## src/rtl/deser32_pkg.sv

```systemverilog
// Shared definitions for the 32-bit deserializer: word/counter widths and FSM state encodings.
// The state PAR is only reachable when DESER32_PARITY_EN is defined.
package deser32_pkg;

  localparam int WORD_W = 32;
  localparam int CNT_W  = 5;

  typedef enum logic [1:0] {
    ST_IDLE  = 2'b00,
    ST_SHIFT = 2'b01,
    ST_PAR   = 2'b10
  } state_e;

endpackage

```

## src/rtl/_counter5_ce.sv

```systemverilog
// 5-bit up counter with asynchronous active-low reset, synchronous clear and count enable.
// Wraps 31 -> 0 naturally, which the deserializer relies on at word completion.
module _counter5_ce
  import deser32_pkg::*;
(
  input  logic             clk,
  input  logic             reset_n,
  input  logic             clear,
  input  logic             en,
  output logic [CNT_W-1:0] cnt
);

  logic [CNT_W-1:0] cnt_q;
  logic [CNT_W-1:0] cnt_d;

  // Next count: clear has priority over the enable.
  always_comb begin
    cnt_d = cnt_q;
    if (clear) begin
      cnt_d = '0;
    end else if (en) begin
      cnt_d = cnt_q + 1'b1;
    end
  end

  // Count register.
  always_ff @(posedge clk or negedge reset_n) begin
    if (!reset_n) begin
      cnt_q <= '0;
    end else begin
      cnt_q <= cnt_d;
    end
  end

  assign cnt = cnt_q;

endmodule

```

## src/rtl/_deserializer32.sv

```systemverilog
// Serial-to-parallel input stage: collects one bit per s_valid cycle into a 32-bit word.
// Optional feature macro: DESER32_PARITY_EN adds a trailing even-parity bit per frame,
// the PAR state and the parity_err output.
module _deserializer32
  import deser32_pkg::*;
#(
  parameter bit MSB_FIRST = 1'b1
) (
  input  logic              clk,
  input  logic              reset_n,
  input  logic              clear,
  input  logic              s_valid,
  input  logic              s_data,
  output logic [WORD_W-1:0] word,
  output logic              word_valid,
  output logic [CNT_W-1:0]  bit_cnt,
  output logic              busy
`ifdef DESER32_PARITY_EN
  ,
  output logic              parity_err
`endif
);

  state_e            state_q, state_d;
  logic [WORD_W-1:0] shreg_q, shreg_d;
  logic [WORD_W-1:0] word_q, word_d;
  logic              word_valid_q, word_valid_d;
  logic              busy_q, busy_d;
`ifdef DESER32_PARITY_EN
  logic              parity_err_q, parity_err_d;
`endif

  logic              accept;
  logic              in_par;
  logic              cnt_en;
  logic              last_bit;
  logic [WORD_W-1:0] shifted;
  logic [CNT_W-1:0]  cnt_next;

  assign accept = s_valid & ~clear;
`ifdef DESER32_PARITY_EN
  assign in_par = (state_q == ST_PAR);
`else
  assign in_par = 1'b0;
`endif
  // The parity bit is not a data bit, so it must not advance the counter.
  assign cnt_en   = accept & ~in_par;
  assign last_bit = (bit_cnt == CNT_W'(WORD_W - 1));
  assign shifted  = MSB_FIRST ? {shreg_q[WORD_W-2:0], s_data} : {s_data, shreg_q[WORD_W-1:1]};

  _counter5_ce u_bit_cnt (
    .clk     (clk),
    .reset_n (reset_n),
    .clear   (clear),
    .en      (cnt_en),
    .cnt     (bit_cnt)
  );

  // Mirror of the counter's next value so busy can be registered alongside it.
  always_comb begin
    cnt_next = bit_cnt;
    if (clear) begin
      cnt_next = '0;
    end else if (cnt_en) begin
      cnt_next = bit_cnt + 1'b1;
    end
  end

  // FSM next state, shift register and output register updates.
  always_comb begin
    state_d      = state_q;
    shreg_d      = shreg_q;
    word_d       = word_q;
    word_valid_d = 1'b0;
`ifdef DESER32_PARITY_EN
    parity_err_d = parity_err_q;
`endif
    if (clear) begin
      state_d = ST_IDLE;
      shreg_d = '0;
    end else if (accept) begin
      case (state_q)
`ifdef DESER32_PARITY_EN
        ST_PAR: begin
          word_d       = shreg_q;
          word_valid_d = 1'b1;
          parity_err_d = ^{shreg_q, s_data};
          shreg_d      = '0;
          state_d      = ST_IDLE;
        end
`endif
        default: begin
          shreg_d = shifted;
          state_d = ST_SHIFT;
          if (last_bit) begin
`ifdef DESER32_PARITY_EN
            state_d = ST_PAR;
`else
            word_d       = shifted;
            word_valid_d = 1'b1;
            state_d      = ST_IDLE;
`endif
          end
        end
      endcase
    end
    busy_d = (cnt_next != '0) || (state_d == ST_PAR);
  end

  // State and output registers; reset clears everything asynchronously.
  always_ff @(posedge clk or negedge reset_n) begin
    if (!reset_n) begin
      state_q      <= ST_IDLE;
      shreg_q      <= '0;
      word_q       <= '0;
      word_valid_q <= 1'b0;
      busy_q       <= 1'b0;
`ifdef DESER32_PARITY_EN
      parity_err_q <= 1'b0;
`endif
    end else begin
      state_q      <= state_d;
      shreg_q      <= shreg_d;
      word_q       <= word_d;
      word_valid_q <= word_valid_d;
      busy_q       <= busy_d;
`ifdef DESER32_PARITY_EN
      parity_err_q <= parity_err_d;
`endif
    end
  end

  assign word       = word_q;
  assign word_valid = word_valid_q;
  assign busy       = busy_q;
`ifdef DESER32_PARITY_EN
  assign parity_err = parity_err_q;
`endif

endmodule
```

## config.mk

```make
export PLATFORM = sky130hd
export DESIGN_NAME = _deserializer32
export DESIGN_NICKNAME = d
export VERILOG_FILES = /design/src/rtl/deser32_pkg.sv /design/src/rtl/_counter5_ce.sv /design/src/rtl/_deserializer32.sv
export SDC_FILE = /design/constraint.sdc
export NUM_CORES = 1
export LEC_CHECK = 0
export CELL_PAD_IN_SITES_DETAIL_PLACEMENT = 1
export CELL_PAD_IN_SITES_GLOBAL_PLACEMENT = 1
export CORE_UTILIZATION = 46
export CTS_BUF_LIST = sky130_fd_sc_hd__clkbuf_2 sky130_fd_sc_hd__clkbuf_4 sky130_fd_sc_hd__clkbuf_8
export CTS_CLUSTER_SIZE = 12
export DETAILED_ROUTE_END_ITERATION = 8
export MAX_ROUTING_LAYER = met4
export PLACE_DENSITY_LB_ADDON = 0.15
export SKIP_CTS_REPAIR_TIMING = 1
export SYNTH_ARGS = -nofsm -noshare
export SYNTH_HDL_FRONTEND = slang
export SYNTH_HIERARCHICAL = 1
export SYNTH_SLANG_ARGS = --single-unit
```

## constraint.sdc

```tcl
create_clock -name clk -period 2.2 [get_ports clk]
set_input_delay 0.44 -clock clk [delete_from_list [all_inputs] [get_ports clk]]
set_output_delay 0.44 -clock clk [all_outputs]
set_load 0.005 [all_outputs]
```

# Word level (Yosys, flattened, before mapping)
# Index checks and enable logic that the tools add are counted.
[totals] mem_bits_ro=0 regBits=72 elab_cells=25 mem_bits_rw=0 output_inout_bits=39 latchBits=0 memories=0 inputBits=5
[op_classes] div_mod_pow=0 mul=0 add_sub_neg=1 shift=0 n_mux=10 n_reduce_logical=4 bitwise_logic=2 eq_ne=2 magnitude_cmp=0
[op_table] op="$mux 31" n=2
[op_table] op="$mux 5" n=2
[op_table] op="$add 5x1->5 const B" n=1
[op_table] op="$eq 5x5->1 const B" n=1
[op_table] op="$reduce_bool 5->1" n=1
[op_table] op="$mux 1" n=4
[op_table] op="$mux 2" n=2
[op_table] op="$reduce_and 3->1" n=1
[op_table] op="$eq 2x2->1 const B" n=1
[op_table] op="$reduce_bool 2->1" n=1
[op_table] op="$and 1x1->1" n=1
[op_table] op="$logic_or 1x1->1" n=1
[op_table] op="$not 1->1" n=1

# Depth between registers and ports, before layout
# Gate-level depths: netlist of run 1.
[logic_depth] ltp_word=6 mapped_depth=6 ltp_nobuf=6

# By module
# Netlist of run 1, hierarchy kept.
[modules_own_cells] module="_deserializer32" n_inst=1 seq_area_each_um2=1676.6 area_per_inst_um2=2796.4 cells_per_inst=192
[modules_own_cells] module="_counter5_ce" n_inst=1 seq_area_each_um2=125.1 area_per_inst_um2=252.7 cells_per_inst=22

# Worst setup path after synthesis of run 1
# Ideal clock, no wire load.
[synth_path] kind="reg2reg" startpoint="register u_bit_cnt.cnt_q[0] (netlist: u_bit_cnt/cnt[0])" endpoint="register word_q[10] (netlist: word[10])" setup_ns=0.125 n_path_buf=1 stages_incl_launch_ff=7 period_less_slack_ns=1.776 arrival_time_ns=1.651 slack_ns=0.424 t_required_ns=2.075 path_cell_list="dfrtp_1 -> ha_1 -> and3_1 -> ha_1 -> nand2_2 -> buf_6 -> mux2_4"
[synth_between] elab_chain_cells=2
[synth_lines] element="start: declaration" line_no="_counter5_ce.sv:13" source="logic [CNT_W-1:0] cnt_q;"
[synth_lines] element="start signal: assignment" line_no="_counter5_ce.sv:31" source="cnt_q <= cnt_d;"
[synth_lines] element="$eq 5x5->1" line_no="_deserializer32.sv:48" source="assign last_bit = (bit_cnt == CNT_W'(WORD_W - 1));"
[synth_lines] element="$reduce_and 3->1 (no line)"
[synth_lines] element="end signal: assignment" line_no="_deserializer32.sv:124" source="word_q <= word_d;"
[synth_lines] element="end: declaration" line_no="_deserializer32.sv:26" source="logic [WORD_W-1:0] word_q, word_d;"
# Every way passes these cells.
# A chain may end at the register's enable or synchronous reset.

# Worst setup path after layout of run 1
[layout_path] startpoint="register u_bit_cnt.cnt_q[0] (netlist: u_bit_cnt/cnt[0])" endpoint="register word_q[0] (netlist: word[0])"
# The elaborated chain is that of the path after synthesis.

==> results of run 1 <==
-- cells in the final DEF (no fill, tap or decap), types with 2 or more instances in the layout --
cell             count
a211oi_1             2
mux2i_1             32
buf_12               2
ha_1                 3
mux2_4              30
mux2_2               3
dfrtp_1             72
nand3b_1             2
clkbuf_8            13
buf_4                7
clkdlybuf4s50_1     41
nor2_1              38
nand4_1              3
nor2b_1              2
inv_1                2
-- layout make-up --
cell class              instances  area [um^2]  area share
flip-flops and latches         72         1802      0.4792
multi-input cells             128         1155      0.3072
repair buffers                 51        508.0      0.1351
clock buffers                  13        178.9     0.04759
well taps                      77        96.34     0.02562
clock inverters                 2        12.51    0.003328
inverters                       2        7.507    0.001997
-- metrics by stage --
stage | cells | util | setup WS [ps] | hold WS (ps) | cell area (um^2)
floorplan | 214 | - | 423.9 | 144.4 | 3049
global placement | 330 | 0.5588 | 300.7 | 461.6 | 3568
detailed placement | 330 | 0.5588 | 296.1 | 466.7 | 3568
CTS | 345 | 0.5888 | 303.8 | 102.2 | 3760
global route | 345 | 0.5888 | 246.3 | 120.2 | 3760
finish | 345 | 0.5888 | 326.4 | 86.17 | 3760
-- critical path: stages, from the launching register on --
cell and delay [ps]:
dfrtp_1 390, ha_1 230, and3_1 190, ha_1 210
nand2_2 100, buf_4 270, mux2_2 360
-- cells by family after synthesis --
kind of cell	Yosys count	share of synthesized area
simple gates	50	0.07510
xor+xnor	2	0.005746
buf+inv	14	0.03037
mux	66	0.2675
flops	72	0.5909
compound gates	7	0.01805
fa+ha+maj	3	0.01231
-- cell usage after synthesis, drive strengths merged (2+ instances only) --
master and n:
dfrtp 72, mux2 34, buf 9, ha 3, clkbuf 3, mux2i 32, inv 2, nand3b 2
nor2 38, a211oi 2, nand4 3, nor2b 3
-- metal layers --
metal / track usage / wire length [um]
met3: 0.03579 / 153
met5: - / 0
met4: 0.07396 / 56
met1: 0.2344 / 2657
met2: 0.2742 / 2594
-- worst paths after layout --
| path | start | endpoint | slack [ps] | depth (start not counted) |
|---|---|---|---|---|
| setup / recovery | u_bit_cnt/cnt[0] | word[0] | 330 | 6 |
| max in group asynchronous | reset_n | shreg_q[7] | 1560 | 2 |
| min in group clk | word[31] | word[31] | 500 | 1 |
| hold reg to reg | word[31] | word[31] | 500 | 1 |
| setup reg to reg | u_bit_cnt/cnt[0] | word[0] | 330 | 6 |
| hold / removal | reset_n | word_valid | 90 | 1 |
-- sequential cells by signal (all words and copies together) (netlist names) --
signal,count
busy,1
shreg_q,31
state_q,2
u_bit_cnt/cnt,5
word,32
word_valid,1
-- report_power, final --
part	switching [W]	total [W]	internal [W]
registers	0.00000483	0.00134	0.00133
clock network	0.000457	0.000982	0.000525
logic	0.0000732	0.000120	0.0000471
==> impl_metrics.csv, run 1 <==
group,metric,value,unit
die,pin_count,44,
logic_synthesis,yosysSeqAreaShare,0.5909,
grt,grtUsageTotal,0.1788,
grt,grt-ovfl-total,0,
die,start_util,0.4775,
logic_synthesis,synth_cell_types,28,
sta,max_slew.worst_pin.slew,551.3,ps
place,io_buffers,43,
sta,period_share,0.8517,
logic_synthesis,ys_warn_count,6,
sta,drv_slew,0,
clock_tree,cts_buffer_depth,2,
die,dieHeight,83.42,um
logic_synthesis,synth_seq_cells,72,
critical_path,end_kind,"flop",
sta,timing.slew.headroom,0.6325,
clock_tree,cts_tree,"done",
grt,grt_max_degree,43,
clock_tree,numCtsBuffers,9,
grt,first_global_vias,1876,
logic_synthesis,syn_inst,214,
critical_path,critPathRequiredTime,2420,ps
cells_and_area,syn2layout_area_growth,23.31,%
clock_tree,htreeDepth,3,
clock_tree,root_buffer,"clkbuf_8",
clock_tree,clock_latency,330,ps
drt,post_drt_via_cell_ratio,5.148,
pwr,p_total,0.002438,W
cells_and_area,nets,272,
run_status,outcome,"completed",
logic_synthesis,yosysTopAreaCellShare,0.5909,
pwr,irDropWorstVdd,418.0,uV
critical_path,timing_worst_setup_path_type,"flop to flop",
die,die_x,83.42,um
place,place_hpwl,3519,um
sta,hold_viol,0,
logic_synthesis,synth_async_sr_flop_share,1.000,
drt,wirelength,5461,um
logic_synthesis,synth_area_leaders,"dfrtp_1 (59%), mux2_4 (15%), mux2i_1 (11%)",
pwr,p_leak,1.946,nW
grt,grt_antenna_before_repair,0,
sta,fin_skew,6.623,ps
drt,post-route-drc-count,0,
run,max_cap_violations,0,
critical_path,arrival,2090,ps
pwr,power_density,648.5,mW/mm^2
grt,grt_first_pass_wirelength,9425,um
drt,firstDrtPassIters,2,
drt,wl_per_cell,15.83,um
drt,drt_iter0_markers,45,
logic_synthesis,syn_area_per_cell,14.25,um^2
sta,rsz0062_at_grt,"false",
die,num_rows,29,
logic_synthesis,ys.flop_type,"dfrtp_1",
die,coreArea,0.006386,mm^2
cells_and_area,drive_above_1_share,0.2276,
sta,finalSetupTns,0,ps
die,die_area,0.006958,mm^2
logic_synthesis,synth-edff-count,0,
sta,period_needed,1874,ps
logic_synthesis,yosys.area.top_type,"dfrtp_1",
cells_and_area,antenna_cells,0,
clock_tree,cts_sinks,72,
critical_path,cp-start-kind,"flop",
cells_and_area,fill_cells,647,
sta,setup_viol,0,
critical_path,crit_path_max_fanout,14,
place,gp_congestion,0.7072,
logic_synthesis,synth_nets,222,
clock_tree,clk_pin_slew,70,ps
sta,fmax,0.5337,GHz
drt,vias,1776,
drt,ant_nets,0,
worst_hold_path,min_path_type,"primary input to asynchronous set/reset pin",
logic_synthesis,syn_area,0.003049,mm^2
Power figures use the tool's default switching activity.
==> run 2, diff against run 1 <==
--- a/config.mk
+++ b/config.mk
@@ -6,8 +6,8 @@
 export NUM_CORES = 1
 export LEC_CHECK = 0
 export CELL_PAD_IN_SITES_DETAIL_PLACEMENT = 1
-export CELL_PAD_IN_SITES_GLOBAL_PLACEMENT = 1
-export CORE_UTILIZATION = 46
+export CELL_PAD_IN_SITES_GLOBAL_PLACEMENT = 2
+export CORE_UTILIZATION = 39
 export CTS_BUF_LIST = sky130_fd_sc_hd__clkbuf_2 sky130_fd_sc_hd__clkbuf_4 sky130_fd_sc_hd__clkbuf_8
 export CTS_CLUSTER_SIZE = 12
 export DETAILED_ROUTE_END_ITERATION = 8
==> run 2 against run 1 <==
Cell count grew 6.4%. Largest power group unchanged. Largest cell class unchanged. Register-to-register slack got worse by 60 ps. Sequential share of layout area down 0.32 points. Die area grew 18%. Flip-flop and latch count unchanged. First-iteration DRC count is the same. Setup slack worse by 64 ps.
==> impl_metrics.csv, run 2 (same netlist as run 1, synthesis figures left out) <==
group,metric,value,unit
run_status,outcome,"completed",
pwr,power_density,660.9,mW/mm^2
pwr,p_leak,1.947,nW
sta,drv_slew,0,
sta,rsz0062_at_grt,"false",
critical_path,end_kind,"flop",
clock_tree,root_buffer,"clkbuf_8",
die,die_area,0.008176,mm^2
drt,wl_per_cell,15.10,um
grt,grt_first_pass_wirelength,9763,um
critical_path,crit_path_max_fanout,33,
run,max_cap_violations,0,
critical_path,critPathBufInv,1,
sta,period_needed,1938,ps
clock_tree,clk_pin_slew,80,ps
sta,timing.slew.headroom,0.6249,
pwr,p_total,0.002501,W
sta,period_share,0.8810,
die,coreArea,0.007408,mm^2
cells_and_area,drive_above_1_share,0.2313,
drt,post-route-drc-count,0,
place,pre_cts_slack,265.5,ps
cells_and_area,antenna_cells,0,
drt,firstDrtPassIters,3,
clock_tree,htreeDepth,3,
critical_path,cp-start-kind,"flop",
cells_and_area,nets,271,
drt,drt_iter0_markers,45,
pwr,irDropWorstVdd,314.1,uV
drt,wirelength,5542,um
cells_and_area,syn2layout_area_growth,24.13,%
drt,post_drt_via_cell_ratio,4.817,
grt,grtUsageTotal,0.1594,
clock_tree,cts_tree,"done",
clock_tree,cts_sinks,72,
clock_tree,cts_buffer_depth,2,
critical_path,timing_worst_setup_path_type,"flop to flop",
critical_path,slowest_delay,460,ps
die,num_rows,31,
clock_tree,numCtsBuffers,9,
drt,vias,1768,
sta,fin_skew,7.391,ps
critical_path,arrival,2160,ps
place,place_hpwl,3510,um
die,start_util,0.4116,
cells_and_area,layout_commonest_cell,"dfrtp_1",
place,io_buffers,43,
place,gp_congestion,0.7020,
grt,grt-ovfl-total,0,
cells_and_area,layout_common_cells,"dfrtp_1 (72), clkdlybuf4s50_1 (40), nor2_1 (38), mux2i_1 (32), mux2_4 (30)",
grt,grt_max_degree,45,
critical_path,cp_top_family,"flip-flops",
sta,hold_viol,0,
die,dieHeight,90.42,um
critical_path,slowest_stage,"dfrtp_1",
grt,grt_antenna_before_repair,0,
critical_path,critPathRequiredTime,2420,ps
sta,fmax,0.5160,GHz
critical_path,cp_cell_sequence,"ha_1 -> and3_1 -> ha_1 -> nand2_2 -> buf_12 -> mux2_2",
die,pin_count,44,
sta,setup_slack,261.9,ps
sta,finalSetupTns,0,ps
die,die_x,90.42,um
drt,ant_nets,0,
cells_and_area,largest_reg_flops,32,
grt,first_global_vias,1887,
sta,max_slew.worst_pin.slew,562.6,ps
clock_tree,clock_latency,340,ps
critical_path,cpMostUsedCell,"ha_1",
sta,setup_viol,0,
worst_hold_path,min_path_type,"primary input to asynchronous set/reset pin",
==> run 2: cell count changes in the layout (fill, tap and decap cells not counted), sizes merged <==
cell,before,now
clkbuf,13,12
clkdlybuf4s50,41,40
buf,10,9
clkinv,1,3
bufinv,0,1
==> run 2: path summary, 6_finish.rpt <==
path / start / slack, ps / to / depth (start not counted)
worst max register to register: u_bit_cnt/cnt[0] / 260 / word[31] / 6
worst min register to register: word[0] / 510 / word[0] / 1
worst max-delay path: u_bit_cnt/cnt[0] / 260 / word[31] / 6
worst min-delay path: reset_n / 90 / word[18] / 1
min in group clk: clear / 470 / u_bit_cnt/cnt[2] / 4
max in group asynchronous: reset_n / 1550 / shreg_q[19] / 2
==> run 2: routing by layer <==
layer,part of all wire,vias up,global-route usage
met4,0.020,0,0.08871
li1,-,826,-
met1,0.47,901,0.2076
met3,0.030,8,0.02862
met5,0,-,-
met2,0.48,33,0.2360
==> run 2: area by class of cell <==
type | instances | area, um^2
Clock buffer | 11 | 145.1
Clock inverter | 5 | 56.30
Fill cell | 761 | 3623
Inverter | 2 | 7.507
Multi-Input combinational cell | 128 | 1155
Sequential cell | 72 | 1802
Tap cell | 99 | 123.9
Timing Repair Buffer | 50 | 495.5
==> run 2: report_power, final <==
part	leakage (nW)	internal [W]	switching (W)
clock	0.103	0.000565	0.000483
sequential	1.00	0.00133	0.00000667
combinational	0.843	0.0000439	0.0000721
total	1.95	0.00194	0.000562
==> run 2: stage by stage <==
stage	util	hold slack (ps)	std cells	cell area (um^2)
final	0.5109	93.27	367	3785
after floorplan	-	144.4	214	3049
after detailed placement	0.4837	489.4	351	3583
after global placement	0.4837	483.1	351	3583
after global routing	0.5109	128.7	367	3785
after CTS	0.5109	101.0	367	3785
